**config.mk**
```make
export PLATFORM = sky130hd
export DESIGN_NAME = conv1_feeder_flat
export DESIGN_NICKNAME = d
export VERILOG_FILES = /design/src/rtl/conv1_pkg.sv /design/src/rtl/conv1_feeder_if.sv /design/src/rtl/conv1_feeder_fifo.sv /design/src/rtl/conv1_feeder.sv /design/src/flat_wrapper.sv
export SDC_FILE = /design/constraint.sdc
export NUM_CORES = 1
export LEC_CHECK = 0
export CAP_MARGIN = 20
export CELL_PAD_IN_SITES_DETAIL_PLACEMENT = 1
export CELL_PAD_IN_SITES_GLOBAL_PLACEMENT = 1
export CORE_UTILIZATION = 42
export DETAILED_ROUTE_END_ITERATION = 12
export PLACE_DENSITY = 0.84
export SLEW_MARGIN = 5
export SYNTH_ARGS = -nofsm -noshare
export SYNTH_HDL_FRONTEND = slang
export SYNTH_SLANG_ARGS = --single-unit
```
**constraint.sdc**
```tcl
create_clock -name clk -period 3.3 [get_ports clk]
set_input_delay 0.66 -clock clk [delete_from_list [all_inputs] [get_ports clk]]
set_output_delay 0.66 -clock clk [all_outputs]
set_load 0.05 [all_outputs]
```
**src/rtl/conv1_pkg.sv**
```systemverilog
// rtl/conv1_pkg.sv - conv1 defaults, feeder state enum and pixel sideband struct
package conv1_pkg;
    localparam int CONV1_WIDTH     = 28;
    localparam int CONV1_HEIGHT    = 36;
    localparam int CONV1_DATA_BITS = 32;
    localparam int CONV1_ADDR_BITS = 10;

    typedef enum logic [1:0] {
        ST_IDLE,
        ST_RUN,
        ST_DRAIN,
        ST_FINISH
    } feeder_state_t;

    typedef struct packed {
        logic sof;
        logic eol;
        logic eof;
    } sideband_t;
endpackage

```
**src/rtl/conv1_feeder_if.sv**
```systemverilog
// rtl/conv1_feeder_if.sv - frame-memory read port and conv1 pixel stream bundle
interface conv1_feeder_if import conv1_pkg::*; #(
    parameter int DATA_BITS = CONV1_DATA_BITS,
    parameter int ADDR_BITS = CONV1_ADDR_BITS
) ();
    logic                 mem_rd_en;
    logic [ADDR_BITS-1:0] mem_addr;
    logic [DATA_BITS-1:0] mem_rdata;
    logic [DATA_BITS-1:0] pix_data;
    logic                 pix_valid;
    logic                 pix_ready;
    logic                 pix_sof;
    logic                 pix_eol;
    logic                 pix_eof;

    modport master (
        output mem_rd_en, mem_addr,
        input  mem_rdata,
        output pix_data, pix_valid, pix_sof, pix_eol, pix_eof,
        input  pix_ready
    );

    modport slave (
        input  mem_rd_en, mem_addr,
        output mem_rdata,
        input  pix_data, pix_valid, pix_sof, pix_eol, pix_eof,
        output pix_ready
    );
endinterface

```
**src/rtl/conv1_feeder_fifo.sv**
```systemverilog
// rtl/conv1_feeder_fifo.sv - 2-entry FIFO carrying a pixel and its sideband bits
module conv1_feeder_fifo import conv1_pkg::*; #(
    parameter int DATA_BITS = CONV1_DATA_BITS
) (
    input  logic                 clk,
    input  logic                 rst,
    input  logic                 push_i,
    input  logic [DATA_BITS-1:0] push_data_i,
    input  sideband_t            push_sb_i,
    input  logic                 pop_i,
    output logic [DATA_BITS-1:0] head_data_o,
    output sideband_t            head_sb_o,
    output logic [1:0]           count_o,
    output logic                 empty_o
);
    logic [DATA_BITS-1:0] data_q [2];
    sideband_t            sb_q   [2];
    logic                 wr_ptr_q;
    logic                 rd_ptr_q;
    logic [1:0]           count_q;
    logic [1:0]           count_d;

    assign count_d = count_q + {1'b0, push_i} - {1'b0, pop_i};

    always_ff @(posedge clk) begin
        if (rst) begin
            data_q[0] <= '0;
            data_q[1] <= '0;
            sb_q[0]   <= '0;
            sb_q[1]   <= '0;
            wr_ptr_q  <= 1'b0;
            rd_ptr_q  <= 1'b0;
            count_q   <= 2'd0;
        end else begin
            if (push_i) begin
                data_q[wr_ptr_q] <= push_data_i;
                sb_q[wr_ptr_q]   <= push_sb_i;
                wr_ptr_q         <= ~wr_ptr_q;
            end
            if (pop_i) begin
                rd_ptr_q <= ~rd_ptr_q;
            end
            count_q <= count_d;
        end
    end

    // Sidebands are masked while empty so a stale eof never lingers on the bus.
    assign empty_o     = (count_q == 2'd0);
    assign count_o     = count_q;
    assign head_data_o = data_q[rd_ptr_q];
    assign head_sb_o   = empty_o ? '0 : sb_q[rd_ptr_q];
endmodule

```
**src/rtl/conv1_feeder.sv**
```systemverilog
// rtl/conv1_feeder.sv - raster frame reader feeding conv1; CONV1_FEEDER_PAD_EN adds a zero border
module conv1_feeder import conv1_pkg::*; #(
    parameter int WIDTH     = CONV1_WIDTH,
    parameter int HEIGHT    = CONV1_HEIGHT,
    parameter int DATA_BITS = CONV1_DATA_BITS,
    parameter int ADDR_BITS = CONV1_ADDR_BITS
) (
    input  logic           clk,
    input  logic           rst,
    input  logic           start,
    output logic           busy,
    output logic           done,
    conv1_feeder_if.master bus
);
`ifdef CONV1_FEEDER_PAD_EN
    localparam int PAD = 1;
`else
    localparam int PAD = 0;
`endif
    localparam int NCOL = WIDTH + 2 * PAD;
    localparam int NROW = HEIGHT + 2 * PAD;
    localparam int CB   = $clog2(NCOL) + 1;
    localparam int RB   = $clog2(NROW) + 1;
    localparam logic [CB-1:0] COL_LAST = CB'(NCOL - 1);
    localparam logic [RB-1:0] ROW_LAST = RB'(NROW - 1);

    feeder_state_t        state_q;
    logic [RB-1:0]        row_q;
    logic [CB-1:0]        col_q;
    logic [ADDR_BITS-1:0] addr_q;
    logic                 busy_q;
    logic                 done_q;
    logic                 rd_pend_q;
    logic                 zero_pend_q;
    sideband_t            pend_sb_q;

    logic                 pop;
    logic                 push;
    logic                 issue;
    logic                 border;
    logic                 last_pos;
    logic [2:0]           credit;
    sideband_t            issue_sb;
    logic [DATA_BITS-1:0] push_data;
    logic [DATA_BITS-1:0] head_data;
    sideband_t            head_sb;
    logic [1:0]           fifo_count;
    logic                 fifo_empty;

`ifdef CONV1_FEEDER_PAD_EN
    assign border = (row_q == '0) || (row_q == ROW_LAST) || (col_q == '0) || (col_q == COL_LAST);
`else
    assign border = 1'b0;
`endif

    // At most two pixels are ever owed to the FIFO, so a backpressured read is never lost.
    assign pop      = ~fifo_empty & bus.pix_ready;
    assign push     = rd_pend_q | zero_pend_q;
    assign credit   = {1'b0, fifo_count} + {2'b00, push};
    assign issue    = (state_q == ST_RUN) && (credit < (3'd2 + {2'b00, pop}));
    assign last_pos = (row_q == ROW_LAST) && (col_q == COL_LAST);
    assign issue_sb = {(row_q == '0) && (col_q == '0), col_q == COL_LAST, last_pos};
    assign push_data = zero_pend_q ? '0 : bus.mem_rdata;

    always_ff @(posedge clk) begin
        if (rst) begin
            state_q     <= ST_IDLE;
            row_q       <= '0;
            col_q       <= '0;
            addr_q      <= '0;
            busy_q      <= 1'b0;
            done_q      <= 1'b0;
            rd_pend_q   <= 1'b0;
            zero_pend_q <= 1'b0;
            pend_sb_q   <= '0;
        end else begin
            done_q      <= 1'b0;
            rd_pend_q   <= issue & ~border;
            zero_pend_q <= issue & border;
            if (issue) begin
                pend_sb_q <= issue_sb;
                if (!border) begin
                    addr_q <= addr_q + 1'b1;
                end
                if (col_q == COL_LAST) begin
                    col_q <= '0;
                    row_q <= (row_q == ROW_LAST) ? '0 : row_q + 1'b1;
                end else begin
                    col_q <= col_q + 1'b1;
                end
            end
            case (state_q)
                ST_IDLE: begin
                    if (start) begin
                        state_q <= ST_RUN;
                        busy_q  <= 1'b1;
                        row_q   <= '0;
                        col_q   <= '0;
                        addr_q  <= '0;
                    end
                end
                ST_RUN: begin
                    if (issue && last_pos) begin
                        state_q <= ST_DRAIN;
                    end
                end
                ST_DRAIN: begin
                    if (pop && head_sb.eof) begin
                        state_q <= ST_FINISH;
                        done_q  <= 1'b1;
                    end
                end
                ST_FINISH: begin
                    busy_q  <= 1'b0;
                    state_q <= ST_IDLE;
                end
                default: state_q <= ST_IDLE;
            endcase
        end
    end

    conv1_feeder_fifo #(.DATA_BITS(DATA_BITS)) u_fifo (
        .clk         (clk),
        .rst         (rst),
        .push_i      (push),
        .push_data_i (push_data),
        .push_sb_i   (pend_sb_q),
        .pop_i       (pop),
        .head_data_o (head_data),
        .head_sb_o   (head_sb),
        .count_o     (fifo_count),
        .empty_o     (fifo_empty)
    );

    assign bus.mem_rd_en = issue & ~border;
    assign bus.mem_addr  = addr_q;
    assign bus.pix_data  = head_data;
    assign bus.pix_valid = ~fifo_empty;
    assign bus.pix_sof   = head_sb.sof;
    assign bus.pix_eol   = head_sb.eol;
    assign bus.pix_eof   = head_sb.eof;
    assign busy          = busy_q;
    assign done          = done_q;
endmodule
```
**src/flat_wrapper.sv**
```systemverilog
// flat-port wrapper written by rule: the top's interface ports become plain ports
module conv1_feeder_flat import conv1_pkg::*;
#(
    parameter int WIDTH     = CONV1_WIDTH,
    parameter int HEIGHT    = CONV1_HEIGHT,
    parameter int DATA_BITS = CONV1_DATA_BITS,
    parameter int ADDR_BITS = CONV1_ADDR_BITS
)
  (clk, rst, start, busy, done, bus_mem_rd_en, bus_mem_addr, bus_mem_rdata, bus_pix_data, bus_pix_valid, bus_pix_sof, bus_pix_eol, bus_pix_eof, bus_pix_ready);
  conv1_feeder_if #(.DATA_BITS(DATA_BITS), .ADDR_BITS(ADDR_BITS)) bus_i ();
  input  logic clk;
  input  logic rst;
  input  logic start;
  output logic busy;
  output logic done;
  output wire logic [$bits(bus_i.mem_rd_en)-1:0] bus_mem_rd_en;
  output wire logic [$bits(bus_i.mem_addr)-1:0] bus_mem_addr;
  input wire logic [$bits(bus_i.mem_rdata)-1:0] bus_mem_rdata;
  output wire logic [$bits(bus_i.pix_data)-1:0] bus_pix_data;
  output wire logic [$bits(bus_i.pix_valid)-1:0] bus_pix_valid;
  output wire logic [$bits(bus_i.pix_sof)-1:0] bus_pix_sof;
  output wire logic [$bits(bus_i.pix_eol)-1:0] bus_pix_eol;
  output wire logic [$bits(bus_i.pix_eof)-1:0] bus_pix_eof;
  input wire logic [$bits(bus_i.pix_ready)-1:0] bus_pix_ready;
  assign bus_mem_rd_en = bus_i.mem_rd_en;
  assign bus_mem_addr = bus_i.mem_addr;
  assign bus_i.mem_rdata = bus_mem_rdata;
  assign bus_pix_data = bus_i.pix_data;
  assign bus_pix_valid = bus_i.pix_valid;
  assign bus_pix_sof = bus_i.pix_sof;
  assign bus_pix_eol = bus_i.pix_eol;
  assign bus_pix_eof = bus_i.pix_eof;
  assign bus_i.pix_ready = bus_pix_ready;
  conv1_feeder #(.WIDTH(WIDTH), .HEIGHT(HEIGHT), .DATA_BITS(DATA_BITS), .ADDR_BITS(ADDR_BITS)) u_core (.clk(clk), .rst(rst), .start(start), .busy(busy), .done(done), .bus(bus_i));
endmodule
```
# Word level (Yosys, flattened, before mapping)
# Memory sizes are Yosys's and may differ from the RTL's. A register that Yosys moved wholly into a read port is not among the register bits.
# Index checks and enable logic that the tools add are counted.
[word_totals]
input_bits = 36
wordCells = 86
out_inout_bits = 49
memories = 2
register_bits = 35
ramBits = 70
[memory_table]
columns = ["name", "depth", "width", "rd", "rd_clocked_by_memory_dff", "wr", "line_no", "rtl"]
rows = [
  ["u_core.u_fifo.data_q", 2, 32, 1, 1, 2, "conv1_feeder_fifo.sv:16", "logic [DATA_BITS-1:0] data_q [2];"],
  ["u_core.u_fifo.sb_q", 2, 3, 1, 1, 2, "conv1_feeder_fifo.sv:17", "sideband_t sb_q [2];"],
]
[op_classes]
add_sub_neg = 7
muxes = 35
eq_ne = 8
n_lt_le_gt_ge = 1
n_reduce_logical = 15
bitwise = 5
[op_table]
columns = ["cell", "n"]
rows = [
  ["$mux 7", 5],
  ["$mux 32", 1],
  ["$reduce_or 32->1", 1],
  ["$mux 10", 3],
  ["$mux 6", 4],
  ["$mux 1", 15],
  ["$add 10x1->10 const B", 1],
  ["$pmux 2 s4", 1],
  ["$add 7x1->7 const B", 1],
  ["$eq 7x6->1 const B", 1],
  ["$logic_not 7->1", 1],
  ["$add 6x1->6 const B", 1],
  ["$eq 6x5->1 const B", 1],
  ["$logic_not 6->1", 1],
  ["$mux 2", 3],
  ["$mux 3", 2],
  ["$logic_and 1x1->1", 5],
  ["$eq 2x2->1 const B", 2],
  ["$logic_not 2->1", 2],
  ["$ne 2x2->1 const B", 2],
  ["$not 1->1", 4],
  ["$add 2x1->3", 1],
  ["$add 2x1->3 const A", 1],
  ["$lt 3x3->1", 1],
  ["11 further kinds", 11],
]

# Logic depth before layout (Yosys ltp)
# Gate-level depths: netlist (run 1).
[logic_depth]
depth_word = 9
mapped_depth = 9
depth_no_buf = 8

# Cells and area by module
# From an unflattened synthesis (run 1), not the netlist that was laid out.
[hier_totals]
cells_unflattened = 427
area_unflattened_um2 = 4989.8
[by_module_without_submodules]
columns = ["module", "n_inst", "cells_each", "seq_area_each_um2", "area_each_um2"]
rows = [
  ["conv1_feeder_fifo", 1, 250, 2202.1, 3449.6],
  ["conv1_feeder", 1, 177, 620.6, 1540.2],
]

# Least setup slack after synthesis (run 1)
# No wires, ideal clock.
[synth_timing]
path_type = "register to register"
from = "reg u_core.rd_pend_q"
to = "mem u_core.u_fifo.data_q[0][0] (netlist bit), enable pin"
n_path_buf = 0
setup_slack_ns = 0.773
setup_time_ns = 0.435
t_required_ns = 2.865
t_arrival_ns = 2.092
stages_incl_launch_ff = 3
synth_period_minus_slack_ns = 2.527
cell_sequence = "dfxtp_1 > inv_1 > o21bai_1"
[synth_rtl]
columns = ["item", "line_no", "rtl"]
rows = [
  ["from (decl)", "conv1_feeder.sv:33", "logic rd_pend_q;"],
  ["from (signal assigned)", "conv1_feeder.sv:78", "rd_pend_q <= issue & ~border;"],
  ["to (decl)", "conv1_feeder_fifo.sv:16", ""],
]

==> results of run 1 <==
-- tightest hold or removal path, delay by kind of cell, from the launching register on --
kind / cells / cell delay [ps]
AOI/OAI and AO/OA: 1 / 50
DFF: 1 / 320
and+or+nand+nor: 1 / 60
-- routing by layer --
layer	vias to the layer above	GRT usage
met5	-	0
met4	0	0.0579
met3	10	0.0436
met2	65	0.339
met1	1522	0.225
li1	1550	-
-- layout by cell type (no fill, tap or decap), types with 2 or more instances in the layout --
cell,n
nor2_1,24
buf_12,2
mux2i_1,5
and3_1,4
or4_1,2
bufinv_16,2
a311oi_1,2
nand2b_1,5
or3_1,3
and2_1,72
a41oi_1,2
clkdlybuf4s50_1,83
inv_1,10
nand2_1,15
o31ai_1,3
xnor2_1,3
dfxtp_1,35
nor4b_1,2
and4_1,3
buf_4,6
xor2_1,11
o21ai_0,4
nand3_1,9
ha_1,13
clkbuf_16,9
a21oi_1,14
edfxtp_1,70
mux2_2,32
clkbuf_1,2
nand4_1,8
-- layout make-up --
cell class | instances | area share
inverters | 11 | 0.00674
clock inverters | 5 | 0.0127
clock buffers | 11 | 0.0380
flip-flops and latches | 106 | 0.461
well taps | 140 | 0.0286
repair buffers | 91 | 0.150
multi-input cells | 256 | 0.304
-- how the worst min path moves through the flow --
stage | to | slack, ps | from | cells past startpoint
floorplan | u_core.pend_sb_q[2] | 440 | u_core.pend_sb_q[2] | 2
global placement | u_core.pend_sb_q[2] | 450 | u_core.pend_sb_q[2] | 2
detailed placement | u_core.pend_sb_q[2] | 480 | u_core.pend_sb_q[2] | 2
CTS | u_core.pend_sb_q[2] | 490 | u_core.pend_sb_q[2] | 2
global route | u_core.pend_sb_q[2] | 510 | u_core.pend_sb_q[2] | 2
finish | u_core.pend_sb_q[2] | 480 | u_core.pend_sb_q[2] | 2
-- state kept, by name (all words and copies together) (netlist names), named ones only --
register,flops
u_core.u_fifo.data_q,64
u_core.bus.mem_addr,10
u_core.row_q,7
u_core.col_q,6
u_core.u_fifo.sb_q,6
u_core.pend_sb_q,3
u_core.state_q,2
u_core.u_fifo.count_o,2
u_core.busy,1
u_core.done,1
u_core.rd_pend_q,1
u_core.u_fifo.rd_ptr_q,1
u_core.u_fifo.wr_ptr_q,1
-- kinds of logic after synthesis --
group | Yosys count | share of synthesized area
flip-flops | 106 | 0.590
AND/OR/NAND/NOR | 159 | 0.193
adder cells (fa/ha/maj) | 13 | 0.0340
multiplexers | 37 | 0.0858
AO/OA/AOI/OAI | 33 | 0.0455
buffers and inverters | 29 | 0.0261
XOR/XNOR | 14 | 0.0256
-- where the power goes --
group	internal [mW]	switching (mW)	total, mW
registers	1.59	0.0835	1.67
logic	0.641	1.12	1.76
clock network	0.665	0.459	1.12
-- metrics by stage --
stage / util / setup WS [ps] / power, mW
3_5_place_dp: 0.528 / 674 / 3.45
6_report: 0.558 / 414 / 4.55
3_3_place_gp: 0.528 / 705 / 3.40
4_1_cts: 0.556 / 368 / 4.59
5_1_grt: 0.558 / 306 / 4.76
2_1_floorplan: - / 773 / 2.90
==> impl_results.md, run 1 <==
- Hold_buf cts: 0
- WP depth: 4
- Max-slew violation count: 0
- Asr flop ratio synth: 0
- Drt via density: 5.08
- Crit. End Element: primary output
- VDD IR max: 0.000349 V
- P&R area growth vs syn: 28.0%
- Initial antenna violation count: 0
- Slew margin rel.: 0.411
- CP delay by family, top: buffers and inverters
- Buffers on Ports: 84
- Net Count, Synth: 440
- Met2 WL post-DR: 5460 microns
- Clock-pin slew on the worst setup and hold paths: 60 ps
- Met1 wire length: 4530 microns
- Root Buffer: clkbuf_16
- Commonest cells post-synth: 72 x and2_1, 70 x edfxtp_1, 36 x dfxtp_1
- Max Freq: 347 MHz
- Post-synth top area cell: edfxtp_1
- CP Class: reg -> out
- CP startpoint kind: flop
- Rows: 38
- DR vias: 3147
- DP HPWL: 7050 microns
- Post-CTS Setup Inserts: 0
- Initial core utilization: 0.436
- R2r setup slk: 1060 ps
- CTS max path bufs: 2
- NumNets Final: 524
- Mapped Cells: 391
- Most frequent cell after synthesis: and2_1
- Area after DPL: 5800 sq um
- RePlAce Congestion: 0.763
- Top layer reached by signal wires: met4
- WL/cell: 17.1 microns
- Worst setup path end: bus_pix_eof
- WL met3: 493 microns
- CTS tree: done
- Clk sinks: 106
- Largest net degree at the start of global routing: 36
- Number of flops mapped to enable cells by yosys: 70
- Worst-margin pin slew: 883 ps
- Bufs and invs on worst path: 2
- Htree depth: 3
- Distinct cells, synth: 48
- Share of the synthesized area in the top cell type: 0.439
- Fill cell count: 1145
- Tot GR Track Use: 0.189
- IO Count: 85
- Total Routed Length: 10600 microns
- Area of the multi-input gates: 1860 sq um
- Core area: 11000 sq um
- Hold Crit Class: reg -> reg
- DIE WIDTH: 109 microns
- Cell area after synthesis: 4790 sq um
- Hold WS: 478 ps
- DR iter-0 viols: 101
- CP cell instances: buf_4, mux2i_1, nor2_1, clkdlybuf4s50_1
- Unrepaired setup endpoints after global routing: no
- Initial DRT Pass Iterations: 4
- Non-filler instance count after layout: 620
- Worst r2r dst: u_core.row_q[5]
- Setup-failing EPs final: 0
- Static Leak: 2.27 nW
- Register Area: 2820 sq um
- Yosys reg bits: 106
- Max-cap viol count: 0
- Max incr delay on CP: 720 ps
- Fin crit share: 0.875
- Crit-path slowest cell: clkdlybuf4s50_1
- Placed cell count: 603
- Layout cells sized above 1: 0.138
- Largest cells by area after synthesis: edfxtp_1 44%, dfxtp_1 15%, and2_1 9.4%
- Number of global-route vias before repair: 3320
- # diodes: 0
- Residual DRC count: 0
- Register area share after synthesis: 0.590
- Gr ovfl total: 0
- Clock skew: 7.19 ps
- Status: finished, final reports clean
- Final antenna-violating net count: 0
- Pwr dens: 743 nW/um^2
- Critical R2R Launch: u_core.u_fifo.count_o[0]
- WP data required: 2640 ps
- Cell area after layout: 6130 sq um
- DIE HEIGHT: 109 microns
- Global-route wire length before repair: 16900 microns
- Clock latency at the later pin of the worst-skew pair: 340 ps
- Reg2Reg Depth: 6
- DIE AREA: 11800 sq um
- Post-CTS Resized: 0
- Worst Path Arrival: 2230 ps
- Setup TNS: 0 ps
- Number of synthesis warnings: 0
- CTS Buf Count: 9
- Main flop type after synthesis: edfxtp_1
- Mean Syn Cell Area: 12.2 sq um
- Crit-path max FO: 35
- Final min period: 2890 ps
- Final Hold Fails: 0
Power figures use the tool's default switching activity.
==> run 2: changes to the inputs <==
--- a/config.mk
+++ b/config.mk
@@ -11,6 +11,7 @@
 export CORE_UTILIZATION = 42
 export DETAILED_ROUTE_END_ITERATION = 12
 export PLACE_DENSITY = 0.84
+export SKIP_LAST_GASP = 1
 export SLEW_MARGIN = 5
 export SYNTH_ARGS = -nofsm -noshare
 export SYNTH_HDL_FRONTEND = slang
==> results of run 2 <==
No change in the layout: final DEF, timing and power equal those of run 1.
==> run 3: changes to the inputs <==
--- a/config.mk
+++ b/config.mk
@@ -11,8 +11,8 @@
 export CORE_UTILIZATION = 42
 export DETAILED_ROUTE_END_ITERATION = 12
 export PLACE_DENSITY = 0.84
+export REMOVE_ABC_BUFFERS = 1
 export SKIP_LAST_GASP = 1
-export SLEW_MARGIN = 5
 export SYNTH_ARGS = -nofsm -noshare
 export SYNTH_HDL_FRONTEND = slang
 export SYNTH_SLANG_ARGS = --single-unit
==> run 3 against run 2 <==
Critical path depth increased by 2; register-to-register slack about the same; core utilization decreased by 0.69 points; clock power decreased by 9.8%; sequential share of layout area increased by 0.56 points; global-route usage decreased by 0.59 points; die area unchanged; via count increased by 1.9%; largest cell class unchanged.
==> impl_results.md, run 3 (same netlist as run 1, synthesis figures left out) <==
- Worst r2r dst: u_core.row_q[5] (unchanged)
- CTS tree: done (unchanged)
- Static Leak: 2.30 nW (was 2.27 nW)
- Clk sinks: 106 (unchanged)
- DIE AREA: 11800 sq um (unchanged)
- # diodes: 0 (unchanged)
- Clock-pin slew on the worst setup and hold paths: 70 ps (was 60 ps)
- Met2 WL post-DR: 5290 microns (was 5460 microns)
- Hold Crit Class: reg -> reg (unchanged)
- Top layer reached by signal wires: met4 (unchanged)
- Post-CTS Resized: 0 (unchanged)
- Commonest non-fill, non-tap cell in the layout: and2_1 (was clkdlybuf4s50_1)
- Crit-path max FO: 13 (was 35)
- Max Freq: 355 MHz (was 347 MHz)
- IO Count: 85 (unchanged)
- Crit. End Element: primary output (unchanged)
- CTS Buf Count: 9 (unchanged)
- Initial DRT Pass Iterations: 4 (unchanged)
- Final design utilization: 0.551 (was 0.558)
- Setup-failing EPs final: 0 (unchanged)
- Combinational Power Share: 0.389 (was 0.386)
- Htree depth: 3 (unchanged)
- Hold Path Sink: u_core.pend_sb_q[2] (unchanged)
- Unrepaired setup endpoints after global routing: no (unchanged)
- Final Hold Fails: 0 (unchanged)
- Core area: 11000 sq um (unchanged)
- Initial core utilization: 0.436 (unchanged)
- Number of global-route vias before repair: 3328 (was 3320)
- Register with the most flip-flops: u_core.u_fifo.data_q (unchanged)
- Max incr delay on CP: 460 ps (was 720 ps)
- Hold_sp: u_core.pend_sb_q[2] (unchanged)
- Final antenna-violating net count: 0 (unchanged)
- WP data required: 2640 ps (about the same)
- Status: finished, final reports clean (unchanged)
- Worst Path Arrival: 2160 ps (was 2230 ps)
- Fin crit share: 0.854 (was 0.875)
- Pwr dens: 732 nW/um^2 (was 743 nW/um^2)
- Largest net degree at the start of global routing: 36 (unchanged)
- Root Buffer: clkbuf_16 (unchanged)
- Commonest non-fill, non-tap cells in the layout: 72 x and2_1, 70 x edfxtp_1, 48 x clkdlybuf4s50_1 (was 83 x clkdlybuf4s50_1, 72 x and2_1, 70 x edfxtp_1)
- CP Class: reg -> out (unchanged)
- Clock skew: 10.9 ps (was 7.19 ps)
- Switching share of total power: 0.383 (was 0.364)
- DIE HEIGHT: 109 microns (unchanged)
- Gr ovfl total: 0 (unchanged)
- Area of the multi-input gates: 1860 sq um (unchanged)
- Setup TNS: 0 ps (unchanged)
- Residual DRC count: 0 (unchanged)
- Rows: 38 (unchanged)
- WL/cell: 17.1 microns (about the same)
- NumNets Final: 523 (was 524)
- Reg2Reg Depth: 6 (unchanged)
- R2r setup slk: 1070 ps (was 1060 ps)
- Post-CTS Setup Inserts: 0 (unchanged)
- Fill cell count: 1141 (was 1145)
- Crit-path slowest cell: and2b_1 (was clkdlybuf4s50_1)
- Max-cap viol count: 0 (unchanged)
- Crit path top cell by count: ha_1
- Cell-internal power: 2.73 mW (was 2.90 mW)
- P&R area growth vs syn: 26.4% (was 28.0%)
- Met1 wire length: 4640 microns (was 4530 microns)
- CTS max path bufs: 2 (unchanged)
- Drt via density: 5.18 (was 5.08)
- Slew margin rel.: 0.402 (was 0.411)
- RePlAce Congestion: 0.765 (was 0.763)
- Initial antenna violation count: 0 (unchanged)
- VDD IR max: 0.000326 V (was 0.000349 V)
- DP HPWL: 7190 microns (was 7050 microns)
- Register Area: 2820 sq um (about the same)
- WL met3: 480 microns (was 493 microns)
- Worst-margin pin slew: 898 ps (was 883 ps)
- Max-slew violation count: 0 (unchanged)
- Critical R2R Launch: u_core.u_fifo.count_o[0] (unchanged)
- Sequential Power Share: 0.383 (was 0.367)
- Hold Path Cell Cnt: 2 (unchanged)
- CP startpoint kind: flop (unchanged)
- DIE WIDTH: 109 microns (unchanged)
- Final min period: 2820 ps (was 2890 ps)
- DR vias: 3208 (was 3147)
- Sw Pwr: 1.69 mW (was 1.66 mW)
- Layout cells sized above 1: 0.211 (was 0.138)
- CP cell instances: ha_1, ha_1, and2b_1, nand2_4, inv_2, buf_12 (was buf_4, mux2i_1, nor2_1, clkdlybuf4s50_1)
- Clock latency at the later pin of the worst-skew pair: 340 ps (about the same)
- Tot GR Track Use: 0.183 (was 0.189)
- Hold_buf cts: 0 (unchanged)
- Buffers on Ports: 84 (unchanged)
- Global-route wire length before repair: 16400 microns (was 16900 microns)
- Clock power share: 0.228 (was 0.247)
- DR iter-0 viols: 90 (was 101)
- Number of flip-flops in the largest register: 64 (unchanged)
- Total Routed Length: 10600 microns (about the same)
## run 3: critical path: cells and delay by family (launching register included)
kind | cells | cell delay (ps)
and+or+nand+nor | 2 | 610
buffers and inverters | 2 | 430
adders and majority gates | 2 | 420
DFF | 1 | 360
## run 3: metrics by stage
stage	hold WS, ps	cells	area, sq um	total power [mW]	worst slack, ps
2_1_floorplan	430	373	4700	2.86	272
3_3_place_gp	455	602	5750	3.40	695
3_5_place_dp	470	602	5750	3.45	667
4_1_cts	483	618	6030	4.47	445
5_1_grt	515	619	6050	4.62	325
6_report	482	619	6050	4.43	481
## run 3: layer usage
metal	vias up	track usage
met4	0	0.0676
met5	-	0
li1	1548	-
met3	14	0.0383
met1	1576	0.220
met2	70	0.323
## run 3: cell type report
class / count / area share
sequential: 106 / 0.467
clock buffer: 10 / 0.0378
multi-input combinational: 256 / 0.307
clock inverter: 6 / 0.00848
tap: 140 / 0.0290
timing repair buffer: 90 / 0.144
inverter: 11 / 0.00683
## run 3: power groups by stage
stage | clock network [mW] | logic, mW | registers (mW)
2_1_floorplan | 0 | 1.11 | 1.75
3_5_place_dp | 0 | 1.72 | 1.73
4_1_cts | 1.03 | 1.73 | 1.70
5_1_grt | 1.08 | 1.83 | 1.71
6_report | 1.01 | 1.72 | 1.70
3_3_place_gp | 0 | 1.68 | 1.71
## run 3: worst max path at each step
stage | start | end | slack, ps | depth (start not counted)
after floorplan | rst | u_core.u_fifo.data_q[1][0] | 270 | 2
after global placement | bus_pix_ready | bus_mem_rd_en | 700 | 6
after detailed placement | bus_pix_ready | bus_mem_rd_en | 670 | 6
after CTS | u_core.u_fifo.count_o[0] | bus_mem_rd_en | 450 | 6
after global routing | u_core.u_fifo.count_o[0] | bus_mem_rd_en | 320 | 6
final | u_core.u_fifo.count_o[0] | bus_mem_rd_en | 480 | 6
